**config.mk**
```make
export PLATFORM = sky130hd
export DESIGN_NAME = load_store_unit_flat
export DESIGN_NICKNAME = d
export VERILOG_FILES = /design/src/rtl/lsu_pkg.sv /design/src/rtl/load_store_unit_if.sv /design/src/rtl/lsu_align.sv /design/src/rtl/load_store_unit.sv /design/src/flat_wrapper.sv
export SDC_FILE = /design/constraint.sdc
export NUM_CORES = 1
export LEC_CHECK = 0
export CORE_ASPECT_RATIO = 0.9
export CORE_MARGIN = 10
export CORE_UTILIZATION = 50
export CTS_CLUSTER_DIAMETER = 200
export CTS_CLUSTER_SIZE = 10
export DETAILED_ROUTE_END_ITERATION = 7
export HOLD_SLACK_MARGIN = 0.1
export PLACE_DENSITY = 0.82
export SYNTH_ARGS = -nofsm -noshare
export SYNTH_HDL_FRONTEND = slang
export SYNTH_HIERARCHICAL = 1
export SYNTH_SLANG_ARGS = --single-unit
```
**constraint.sdc**
```tcl
create_clock -name clk -period 3.7 [get_ports clk]
set_input_delay 0.74 -clock clk [delete_from_list [all_inputs] [get_ports clk]]
set_output_delay 0.74 -clock clk [all_outputs]
set_load 0.01 [all_outputs]
```
**src/rtl/lsu_pkg.sv**
```systemverilog
// Shared definitions for the load/store unit.
//   OP_*         request operation codes (size in op[1:0], zero-extend in op[2])
//   lsu_state_e  controller states
//   op_valid     legal op for the given direction
//   misaligned   alignment check of a byte address against the access size
package lsu_pkg;

  localparam logic [2:0] OP_B  = 3'b000;
  localparam logic [2:0] OP_H  = 3'b001;
  localparam logic [2:0] OP_W  = 3'b010;
  localparam logic [2:0] OP_BU = 3'b100;
  localparam logic [2:0] OP_HU = 3'b101;

  typedef enum logic [1:0] {
    IDLE  = 2'd0,
    MERGE = 2'd1,
    RESP  = 2'd2
  } lsu_state_e;

  // Unsigned variants only make sense for loads.
  function automatic logic op_valid(input logic [2:0] op, input logic we);
    case (op)
      OP_B, OP_H, OP_W: return 1'b1;
      OP_BU, OP_HU:     return !we;
      default:          return 1'b0;
    endcase
  endfunction

  function automatic logic misaligned(input logic [2:0] op, input logic [1:0] lane);
    case (op[1:0])
      2'b01:   return lane[0];
      2'b10:   return lane != 2'b00;
      default: return 1'b0;
    endcase
  endfunction

endpackage

```
**src/rtl/load_store_unit_if.sv**
```systemverilog
// Request/response handshake between the EX stage, the load/store unit and
// write-back.
//   master : EX/write-back side (drives requests, consumes responses)
//   slave  : load/store unit
interface load_store_unit_if;

  logic        req_valid;
  logic        req_ready;
  logic        req_we;
  logic [2:0]  req_op;
  logic [31:0] req_addr;
  logic [31:0] req_wdata;
  logic [4:0]  req_rd;

  logic        resp_valid;
  logic        resp_ready;
  logic [31:0] resp_data;
  logic [4:0]  resp_rd;
  logic        resp_is_load;
  logic        resp_fault;

  modport master (
    output req_valid, req_we, req_op, req_addr, req_wdata, req_rd, resp_ready,
    input  req_ready, resp_valid, resp_data, resp_rd, resp_is_load, resp_fault
  );

  modport slave (
    input  req_valid, req_we, req_op, req_addr, req_wdata, req_rd, resp_ready,
    output req_ready, resp_valid, resp_data, resp_rd, resp_is_load, resp_fault
  );

endinterface

```
**src/rtl/lsu_align.sv**
```systemverilog
// Lane steering for sub-word accesses on a word-wide memory (little-endian).
//   old_word/wdata/st_lane/st_half -> merged_word : store merge, byte or half
//   ld_word/ld_lane/ld_op          -> ld_result   : load extract + extend
module lsu_align (
  input  logic [31:0] old_word,
  input  logic [31:0] wdata,
  input  logic [1:0]  st_lane,
  input  logic        st_half,
  output logic [31:0] merged_word,
  input  logic [31:0] ld_word,
  input  logic [1:0]  ld_lane,
  input  logic [2:0]  ld_op,
  output logic [31:0] ld_result
);

  logic [31:0] shifted;

  always_comb begin
    merged_word = old_word;
    if (st_half) begin
      if (st_lane[1]) merged_word[31:16] = wdata[15:0];
      else            merged_word[15:0]  = wdata[15:0];
    end else begin
      merged_word[{st_lane, 3'b000} +: 8] = wdata[7:0];
    end
  end

  assign shifted = ld_word >> {ld_lane, 3'b000};

  always_comb begin
    case (ld_op[1:0])
      2'b00:   ld_result = ld_op[2] ? {24'd0, shifted[7:0]}
                                    : {{24{shifted[7]}}, shifted[7:0]};
      2'b01:   ld_result = ld_op[2] ? {16'd0, shifted[15:0]}
                                    : {{16{shifted[15]}}, shifted[15:0]};
      default: ld_result = ld_word;
    endcase
  end

endmodule

```
**src/rtl/load_store_unit.sv**
```systemverilog
// Memory-stage load/store controller in front of a word-only data memory.
// Byte/half loads are extracted from the read word; byte/half stores are
// done as read (accept cycle) then merged write (MERGE).
//   clk, rst       clock, synchronous active-high reset
//   bus            request/response handshake (slave side)
//   mem_*          word-addressed memory port; read data is asynchronous
//
// state | meaning
// IDLE  | ready for a request; performs the single-cycle memory access
// MERGE | writes the merged word of a sub-word store
// RESP  | holds the result until write-back takes it
module load_store_unit
  import lsu_pkg::*;
#(
  parameter int MEM_DEPTH = 256
) (
  input  logic                clk,
  input  logic                rst,
  load_store_unit_if.slave    bus,
  output logic [31:0]         mem_address,
  output logic [31:0]         mem_writeData,
  output logic                mem_memWrite,
  output logic                mem_memRead,
  input  logic [31:0]         mem_readData
);

  lsu_state_e  state, state_next;

  logic        accept;
  logic        fault_in;
  logic        range_fault;
  logic        sub_store;
  logic        rd_en, wr_en;
  logic [31:0] word_idx;

  logic [31:0] resp_data_q;
  logic [4:0]  resp_rd_q;
  logic        resp_is_load_q;
  logic        resp_fault_q;

  logic [29:0] lat_addr;
  logic [1:0]  lat_lane;
  logic        lat_half;
  logic [31:0] lat_word;
  logic [31:0] lat_wdata;

  logic [31:0] merged_word;
  logic [31:0] ld_result;

  assign word_idx    = {2'b00, bus.req_addr[31:2]};
  assign range_fault = word_idx >= 32'(MEM_DEPTH);
  assign fault_in    = !op_valid(bus.req_op, bus.req_we)
                    || misaligned(bus.req_op, bus.req_addr[1:0])
                    || range_fault;
  assign sub_store   = bus.req_we && (bus.req_op[1:0] != 2'b10);
  assign accept      = bus.req_valid && bus.req_ready;

  lsu_align u_align (
    .old_word    (lat_word),
    .wdata       (lat_wdata),
    .st_lane     (lat_lane),
    .st_half     (lat_half),
    .merged_word (merged_word),
    .ld_word     (mem_readData),
    .ld_lane     (bus.req_addr[1:0]),
    .ld_op       (bus.req_op),
    .ld_result   (ld_result)
  );

  always_comb begin
    state_next    = state;
    bus.req_ready = 1'b0;
    rd_en         = 1'b0;
    wr_en         = 1'b0;
    mem_address   = {bus.req_addr[31:2], 2'b00};
    mem_writeData = bus.req_wdata;
    case (state)
      IDLE: begin
        bus.req_ready = 1'b1;
        if (bus.req_valid) begin
          if (!fault_in) begin
            if (bus.req_we && !sub_store) wr_en = 1'b1;
            else                          rd_en = 1'b1;
          end
          state_next = (sub_store && !fault_in) ? MERGE : RESP;
        end
      end
      MERGE: begin
        mem_address   = {lat_addr, 2'b00};
        mem_writeData = merged_word;
        wr_en         = 1'b1;
        state_next    = RESP;
      end
      RESP: begin
        if (bus.resp_ready) state_next = IDLE;
      end
      default: state_next = IDLE;
    endcase
  end

  // Reset blocks the enables immediately so a reset landing on the MERGE
  // write cannot corrupt memory.
  assign mem_memRead  = rd_en && !rst;
  assign mem_memWrite = wr_en && !rst;

  always_ff @(posedge clk) begin
    if (rst) begin
      state          <= IDLE;
      resp_data_q    <= '0;
      resp_rd_q      <= '0;
      resp_is_load_q <= 1'b0;
      resp_fault_q   <= 1'b0;
      lat_addr       <= '0;
      lat_lane       <= '0;
      lat_half       <= 1'b0;
      lat_word       <= '0;
      lat_wdata      <= '0;
    end else begin
      state <= state_next;
      if (accept) begin
        resp_rd_q      <= bus.req_rd;
        resp_is_load_q <= !bus.req_we;
        resp_fault_q   <= fault_in;
        resp_data_q    <= (!bus.req_we && !fault_in) ? ld_result : 32'd0;
        if (sub_store && !fault_in) begin
          lat_addr  <= bus.req_addr[31:2];
          lat_lane  <= bus.req_addr[1:0];
          lat_half  <= bus.req_op[0];
          lat_word  <= mem_readData;
          lat_wdata <= bus.req_wdata;
        end
      end
    end
  end

  assign bus.resp_valid   = (state == RESP);
  assign bus.resp_data    = resp_data_q;
  assign bus.resp_rd      = resp_rd_q;
  assign bus.resp_is_load = resp_is_load_q;
  assign bus.resp_fault   = resp_fault_q;

endmodule
```
**src/flat_wrapper.sv**
```systemverilog
// flat-port wrapper written by rule: the top's interface ports become plain ports
module load_store_unit_flat import lsu_pkg::*;
#(
  parameter int MEM_DEPTH = 256
)
  (clk, rst, mem_address, mem_writeData, mem_memWrite, mem_memRead, mem_readData, bus_req_valid, bus_req_we, bus_req_op, bus_req_addr, bus_req_wdata, bus_req_rd, bus_resp_ready, bus_req_ready, bus_resp_valid, bus_resp_data, bus_resp_rd, bus_resp_is_load, bus_resp_fault);
  load_store_unit_if bus_i ();
  input  logic clk;
  input  logic rst;
  output logic [31:0] mem_address;
  output logic [31:0] mem_writeData;
  output logic mem_memWrite;
  output logic mem_memRead;
  input  logic [31:0] mem_readData;
  input wire logic [$bits(bus_i.req_valid)-1:0] bus_req_valid;
  input wire logic [$bits(bus_i.req_we)-1:0] bus_req_we;
  input wire logic [$bits(bus_i.req_op)-1:0] bus_req_op;
  input wire logic [$bits(bus_i.req_addr)-1:0] bus_req_addr;
  input wire logic [$bits(bus_i.req_wdata)-1:0] bus_req_wdata;
  input wire logic [$bits(bus_i.req_rd)-1:0] bus_req_rd;
  input wire logic [$bits(bus_i.resp_ready)-1:0] bus_resp_ready;
  output wire logic [$bits(bus_i.req_ready)-1:0] bus_req_ready;
  output wire logic [$bits(bus_i.resp_valid)-1:0] bus_resp_valid;
  output wire logic [$bits(bus_i.resp_data)-1:0] bus_resp_data;
  output wire logic [$bits(bus_i.resp_rd)-1:0] bus_resp_rd;
  output wire logic [$bits(bus_i.resp_is_load)-1:0] bus_resp_is_load;
  output wire logic [$bits(bus_i.resp_fault)-1:0] bus_resp_fault;
  assign bus_i.req_valid = bus_req_valid;
  assign bus_i.req_we = bus_req_we;
  assign bus_i.req_op = bus_req_op;
  assign bus_i.req_addr = bus_req_addr;
  assign bus_i.req_wdata = bus_req_wdata;
  assign bus_i.req_rd = bus_req_rd;
  assign bus_i.resp_ready = bus_resp_ready;
  assign bus_req_ready = bus_i.req_ready;
  assign bus_resp_valid = bus_i.resp_valid;
  assign bus_resp_data = bus_i.resp_data;
  assign bus_resp_rd = bus_i.resp_rd;
  assign bus_resp_is_load = bus_i.resp_is_load;
  assign bus_resp_fault = bus_i.resp_fault;
  load_store_unit #(.MEM_DEPTH(MEM_DEPTH)) u_core (.clk(clk), .rst(rst), .bus(bus_i), .mem_address(mem_address), .mem_writeData(mem_writeData), .mem_memWrite(mem_memWrite), .mem_memRead(mem_memRead), .mem_readData(mem_readData));
endmodule
```
Word level (Yosys, flattened, before mapping)
Index checks and enable logic that the tools add are counted.
{ "word_totals": {"mem_bits_rw": 0, "latchBits": 0, "wordCells": 73, "inputBits": 109, "memories": 0, "reg_bits": 122, "mem_bits_ro": 0} }
{ "classes": {"add_sub_neg": 1, "n_shift": 3, "div_mod_pow": 0, "bitwise": 0, "mul": 0, "n_lt_le_gt_ge": 1, "eq_ne": 11, "n_reduce_logical": 22, "mux": 25} }
{ "op_table": {"columns": ["op", "count"], "rows": [
  ["two-way mux 32 bit", 6],
  ["one-hot mux 32 bit (2 select lines)", 1],
  ["bitwise mux 32 bit", 1],
  ["two-way mux 16 bit", 2],
  ["variable shift 8 x 7 -> 32 bit, first input constant", 1],
  ["variable part select 8 x 7 -> 32 bit", 1],
  ["right shift 32 x 5 -> 16 bit", 1],
  [">= comparator 30 x 9 -> 1 bit, second input constant", 1],
  ["two-way mux 1 bit", 8],
  ["logical AND 1 bit", 7],
  ["negator 5 -> 7 bit", 1],
  ["== test 3 bit, second input constant", 2],
  ["two-way mux 2 bit", 3],
  ["inequality test 2 bit, second input constant", 3],
  ["one-hot mux 1 bit (2 select lines)", 3],
  ["one-hot mux 2 bit (3 select lines)", 1],
  ["logical NOT 1 bit", 5],
  ["== test 2 x 1 -> 1 bit, second input constant", 2],
  ["== test 2 bit, second input constant", 2],
  ["logical NOT 2 bit", 2],
  ["AND reduction 2 bit", 2],
  ["== test 3 x 1 -> 1 bit, second input constant", 1],
  ["== test 3 x 2 -> 1 bit, second input constant", 1],
  ["logical NOT 3 bit", 1],
  ["other kinds (4)", 5]
]} }

Longest topological paths before layout
{ "logic_depth": {"word_depth": 11, "ltp_mapped": 9, "mapped_depth_nobuf": 6} }

Modules after synthesis
The synthesis kept the hierarchy.
{ "modules_own_cells": {"columns": ["module", "cells_per_inst", "area_each_um2", "instances"], "rows": [
  ["load_store_unit", 670, 6274.8, 1],
  ["lsu_align", 264, 1798.0, 1]
]} }

Least setup slack after synthesis
Ideal clock, no wire load.
{ "synth_timing": {"path_kind": "input to output", "start": "in bus_req_addr[21]", "end": "out mem_memWrite", "slack_ns": 0.488, "cell_stages": 6, "n_path_buf": 2, "arrival_ns": 2.472, "path_cell_list": "or4_4 > a211o_1 > or4_1 > buf_4 > buf_6 > o22ai_2"} }
{ "synth_via": {"elab_chain_len": 6} }
{ "synth_rtl": {"columns": ["item", "line", "rtl"], "rows": [
  ["start, declared", "flat_wrapper.sv:18", "input wire logic [$bits(bus_i.req_addr)-1:0] bus_req_addr;"],
  [">= comparator 30 x 9 -> 1 bit", "load_store_unit.sv:51", "assign range_fault = word_idx >= 32'(MEM_DEPTH);"],
  ["logical OR 1 bit", "load_store_unit.sv:54", "|| range_fault;"],
  ["two-way mux 1 bit", "load_store_unit.sv:81", "if (!fault_in) begin"],
  ["two-way mux 1 bit", "load_store_unit.sv:80", "if (bus.req_valid) begin"],
  ["one-hot mux 1 bit (2 select lines)", "load_store_unit.sv:77", "case (state)"],
  ["logical AND 1 bit", "load_store_unit.sv:104", "assign mem_memWrite = wr_en && !rst;"],
  ["end, declared", "flat_wrapper.sv:12", "output logic mem_memWrite;"]
]} }
Every way passes these cells.

Worst setup path after layout
{ "layout_timing": {"start": "in bus_req_addr[21]", "end": "out mem_memRead"} }
{ "layout_via": {"elab_chain_len": 6} }
{ "layout_rtl": {"columns": ["item", "line", "rtl"], "rows": [
  [">= comparator 30 x 9 -> 1 bit", "load_store_unit.sv:51", null],
  ["logical OR 1 bit", "load_store_unit.sv:54", null],
  ["two-way mux 1 bit", "load_store_unit.sv:81", null],
  ["two-way mux 1 bit", "load_store_unit.sv:80", null],
  ["two-way mux 1 bit", "load_store_unit.sv:77", null],
  ["logical AND 1 bit", "load_store_unit.sv:103", "assign mem_memRead = rd_en && !rst;"],
  ["end, declared", "flat_wrapper.sv:13", "output logic mem_memRead;"]
]} }
Every way passes these cells.

==> metrics.md <==
| Metric | Value |
|---|---|
| Iteration-0 DRC Markers | 675 |
| Worst EP required | 2.96 ns |
| Antenna violations before repair | 1 |
| Synthesized area | 7457 sq um |
| Buffers on Ports | between 200 and 250 |
| Fin cells | 1,265 |
| CTS tree | done |
| Crit Path Max Fanout | 2 |
| CTS clock-pin slew for the worst setup and hold paths | 0.05 ns |
| H-tree depth | 4 |
| Root buffer cell | clkbuf_16 |
| Die ar. | 20,210 sq um |
| Final ANT Viol Nets | 0 |
| Max Clk Rate | about 0.27 GHz |
| Power Density | 353.9 nW/um^2 |
| Area grow syn2layout | 39.83% |
| Placed cells | 1,231 |
| Status | complete, no violations |
| Metal3 WL | 2387 um |
| TritonCTS Buffers | 17 |
| Final period utilization | 98.31% |
| Routed WL | 23,580 um |
| CP Launch Type | input pin |
| # rows | 42 |
| Clk_skew | just under 0.006 ns |
| Total global routing overflow | 0 |
| Clk Latency, worst-skew pair | 0.42 ns |
| First-pass GRT wire length | 37,180 um |
| DR vias/cell | 5.645 |
| Mapped Cells | between 800 and 900 |
| Crit path time final | 3.637 ns |
| Mapped Avg Cell Area | ~8.6 sq um |
| Hold WC Path Type | flip-flop to flip-flop |
| RSZ-0062 raised after global routing | no |
| I/O pins | roughly 220 |
| Min-Delay Startpoint | u_core/bus.resp_data[13]$_SDFFE_PP0P_ |
| Arr. time, crit path | around 2.9 ns |
| Max_cap viols | 0 |
| Lkg Pwr | 3.718 nW |
| Hold Fails Final Rpt | 0 |
| Worst Hold Slack | 0.4525 ns |
| Critical R2R Launch | u_core/state[1]$_SDFFE_PP0P_ |
| Peak supply drop | around 0.35 mV |
| Final setup fails | 0 |
| Max Buffers Root-to-Sink | 2 |
| Routability cong. | 0.8787 |
| Largest net degree at the start of global routing | between 70 and 80 |
| Pre-antenna DRT Iters | 7 |
| Setup crit end kind | output pin |
| WL per Instance | 18.64 um |
| Fraction of final layout cells sized beyond drive strength 1 | 17.64% |
| Worst Tran Pin Value | 1.243 ns |
| Post-layout power | 3.691 mW |
| DR vias | ~7,100 |
| Drc violations | 0 |
| DR top layer | met4 |
| R2R Setup Slk | 1.51 ns |
| Max_slew headroom | around 17% |
| WL met2 | 11,040 um |
| GRT Util Overall | 22.66% |
| Worst Path Class, Setup | input pin to output pin |
| Initial Utilization | between 50% and 60% |
| YS warnings | 6 |
| Worst setup path startpoint | bus_req_addr[21] |
| Max Slew Vio Count | 0 |
| Core area | approximately 15,000 sq um |
| Vert. Die Dim | around 140 um |
| Final HPWL DP | ~17,000 um |
| Clock sinks | about 120 |
| # hold bufs at CTS | 0 |
| Vias in the first global route | 7,056 |
| WL met1 | 9906 um |
| Die width | ~150 um |
| Final nets | roughly 1,200 |
-- registers in the layout, summed over array words and instances (netlist names) --
signal	cells
u_core/state	2
u_core/lat_lane	2
u_core/lat_addr	30
u_core/bus.resp_data	32
u_core/lat_word	32
u_core/lat_half	1
u_core/bus.resp_fault	1
u_core/bus.resp_rd	5
u_core/lat_wdata	16
u_core/bus.resp_is_load	1
-- worst paths after layout --
check / to / depth (start not counted)
min: u_core/bus.resp_data[13]$_SDFFE_PP0P_ / 2
max reg2reg: u_core/lat_word[5]$_SDFFE_PP0P_ / 6
max: mem_memRead / 6
min reg2reg: u_core/bus.resp_data[13]$_SDFFE_PP0P_ / 2
-- report_power, final --
group / switching, mW / leakage, nW / internal (mW) / total, mW
registers: 0.00507 / 0.985 / 1.32 / 1.33
clock network: 0.606 / 0.322 / 1.24 / 1.85
logic: 0.237 / 2.41 / 0.278 / 0.515
total: 0.849 / 3.72 / 2.84 / 3.69
-- timing repair --
item	in CTS	in global routing
pin swaps	0	1
gates resized for setup	11	6
setup endpoints to repair	7	6
gates cloned	0	0
buffers inserted	0	1
-- placed cells by master, fill, tap and decap left out, drive strengths merged, types with 2 or more instances in the layout --
master and instances:
a211oi 3, a21oi 44, a221oi 25, a311oi 7, and4b 2, buf 37, bufinv 5, clkbuf 20
clkdlybuf4s50 209, clkinv 6, clkinvlp 2, conb 2, dfxtp 122, dlymetal6s2s 2, ha 8, inv 13
mux2 65, mux2i 95, nand2 193, nand2b 5, nand3 4, nand3b 36, nor2 22, nor2b 12
nor3 2, nor3b 23, nor4 5, nor4bb 2, o211a 6, o21ai 53, o221a 6, o31ai 7
or4 4
-- critical path, stage by stage --
cell	delay, ns
clkdlybuf4s50_1	0.42
or4_4	0.55
a2111o_1	0.40
or4_1	0.46
a211oi_2	0.16
buf_2	0.16
-- routing by layer --
| layer | global-route usage, % | up-vias |
|---|---|---|
| li1 | - | 3460 |
| met1 | 27.89 | 3357 |
| met2 | 36.86 | 295 |
| met3 | 7.710 | 29 |
| met4 | 6.590 | 0 |
| met5 | 0 | - |
-- metrics by stage --
| step | setup WS (ns) | area, sq um | utilization, % | TNS [ns] |
|---|---|---|---|---|
| 5_1_grt | 0.007777 | 10430 | 71.12 | 0 |
| 3_5_place_dp | -0.4144 | 9743 | 66.45 | -0.8106 |
| 2_1_floorplan | 0.4883 | 7461 | - | 0 |
| 6_report | 0.06261 | 10430 | 71.12 | 0 |
| 3_3_place_gp | -0.3800 | 9743 | 66.45 | -0.7305 |
| 4_1_cts | 0.002854 | 10400 | 70.93 | 0 |
-- layout make-up --
type,instances,area [sq um]
multi-input cells,650,4601
fillers,1131,4234
flip-flops and latches,122,2446
repair buffers,248,2415
clock buffers,20,466.7
well taps,198,247.7
clock inverters,12,193.9
inverters,14,55.05
diodes,1,2.502
No activity file was read; power rests on OpenSTA's default activity.
==> RTL edit (config.mk and constraints unchanged) <==
Reset style: asynchronous (`rst`), changed in one clocked block. Comments in the files are not updated.
--- a/src/rtl/load_store_unit.sv
+++ b/src/rtl/load_store_unit.sv
@@ -103,7 +103,7 @@
   assign mem_memRead  = rd_en && !rst;
   assign mem_memWrite = wr_en && !rst;
 
-  always_ff @(posedge clk) begin
+  always_ff @(posedge clk or posedge rst) begin
     if (rst) begin
       state          <= IDLE;
       resp_data_q    <= '0;
Function: differs if rst is asserted again (counterexample within 4 cycles, from zero or initial values and one cycle with rst high); with rst held inactive, the same outputs for 4 cycles.
==> RTL edit against the original RTL <==
  * Non-clock buffer count is 12 lower
  * Sequential cell count unchanged
  * Global-route usage decreased by 0.31 points
  * Synthesized cell count is 24% lower
  * Register-to-register slack got worse by 0.06 ns
  * Final area is 2.6% lower
  * Worst setup slack gained 0.10 ns
  * Cell count fell by 16%
  * Area after synthesis decreased by 2.5%
  * Total power fell by 9.0%
  * Wire length shrank 3.1%
  * Hold slack improved by 0.028 ns
==> RTL edit: results (changes against the original RTL) <==
Final Non-Filler Cells = 1062 (was 1265)
Post-layout nets = 975 (was 1170)
largest net degree at the start of global routing = 82 (was 73)
root buffer cell = clkbuf_16 (unchanged)
Clk Latency, worst-skew pair = 0.42 ns (about the same)
Post-Synthesis Cells = 661 (was 867)
FF-to-FF path depth = 4 (was 6)
Placed Area = 0.00960 mm2 (was 0.00974 mm2)
Fin Clk Skew = 0.0146 ns (was 0.00576 ns)
Area Growth Syn to Fin = 39.7% (was 39.8%)
pre-CTS setup slack = -0.00875 ns (was -0.414 ns)
gpl congestion = 0.991 (was 0.879)
layout cell share with drive strength beyond 1 = 25.2% (was 17.6%)
worst hold path stage count = 2 (unchanged)
status = completed (unchanged)
vias in the first global route = 6439 (was 7056)
P_leak = 4.48 nW (was 3.72 nW)
DR vias = 6206 (was 7141)
CTS Buf Count = 17 (unchanged)
All-Layer GR Usage = 22.3% (was 22.7%)
crit-path max FO = 9 (was 2)
H-tree Lvls = 4 (unchanged)
placed insts = 1032 (was 1231)
final setup margin = 0.162 ns (was 0.0626 ns)
first-pass GRT wire length = 35600 um (was 37200 um)
port buffer count = 213 (unchanged)
dpl hpwl = 16700 um (was 17300 um)
DRT Pass-1 Iters = 5 (was 7)
Routed wire per std cell = 21.5 um (was 18.6 um)
crit path DAT = 2.80 ns (was 2.90 ns)
1st-iter DRT viols = 563 (was 675)
Hold Path Class = reg -> reg (unchanged)
Worst-Margin Slew = 0.668 ns (was 1.24 ns)
Max VDD drop = 0.304 mV (was 0.347 mV)
==> RTL edit: per-layer routing <==
layer | track usage (%) | vias to the layer above | share of wire [%]
met3 | 8.51 | 29 | 10
met1 | 27.4 | 3013 | 40
met4 | 6.93 | 0 | 1.3
li1 | - | 2840 | -
met5 | 0 | - | 0
met2 | 35.7 | 324 | 48
==> RTL edit: where the power goes <==
group / leakage [nW] / switching (W) / internal, W
Combinational: 2.53 / 0.000240 / 0.000271
Sequential: 1.69 / 0.0000110 / 0.00135
Clock: 0.261 / 0.000557 / 0.000925
==> RTL edit: critical path, cell delays in order, from the launching register on <==
cell	delay, ns
dfrtp_1	0.35
clkinv_1	0.09
buf_4	0.18
ha_1	0.23
nor4bb_4	0.16
buf_4	0.17
mux2_2	0.26
a22o_1	0.19
mux2_2	0.27
clkdlybuf4s50_1	0.48
==> RTL edit: cell type report <==
class | count | area, um2
multi-input cells | 468 | 3930
well taps | 193 | 241
inverters | 14 | 56.3
diodes | 1 | 2.50
clock inverters | 3 | 15.0
repair buffers | 236 | 2350
clock buffers | 25 | 505
fillers | 974 | 4000
flip-flops and latches | 122 | 3050
==> RTL edit: worst paths after layout <==
check / from / to / slack, ns
min in group asynchronous: rst / u_core/lat_wdata[2]$_DFFE_PP0P_ / 0.91
worst min-delay path: u_core/bus.resp_rd[4]$_DFFE_PP0P_ / u_core/bus.resp_rd[4]$_DFFE_PP0P_ / 0.48
worst min register to register: u_core/bus.resp_rd[4]$_DFFE_PP0P_ / u_core/bus.resp_rd[4]$_DFFE_PP0P_ / 0.48
worst max register to register: u_core/state[1]$_DFFE_PP0P_ / u_core/state[0]$_DFFE_PP0P_ / 1.45
worst max-delay path: u_core/lat_lane[0]$_DFFE_PP0P_ / mem_writeData[6] / 0.16
max in group asynchronous: rst / u_core/bus.resp_data[11]$_DFFE_PP0P_ / 2.32
==> RTL edit: metrics by stage <==
| stage | utilization (%) | setup TNS (ns) |
|---|---|---|
| finish | 71.7 | 0 |
| global route | 71.7 | 0 |
| detailed placement | 67.8 | -0.00875 |
| floorplan | - | 0 |
| CTS | 71.6 | 0 |
| global placement | 67.8 | -0.0511 |
==> RTL edit: timing repair <==
item,in CTS,in global routing
pin swaps,0,2
gates resized for setup,4,3
setup endpoints to repair,10,5
setup buffers,0,1
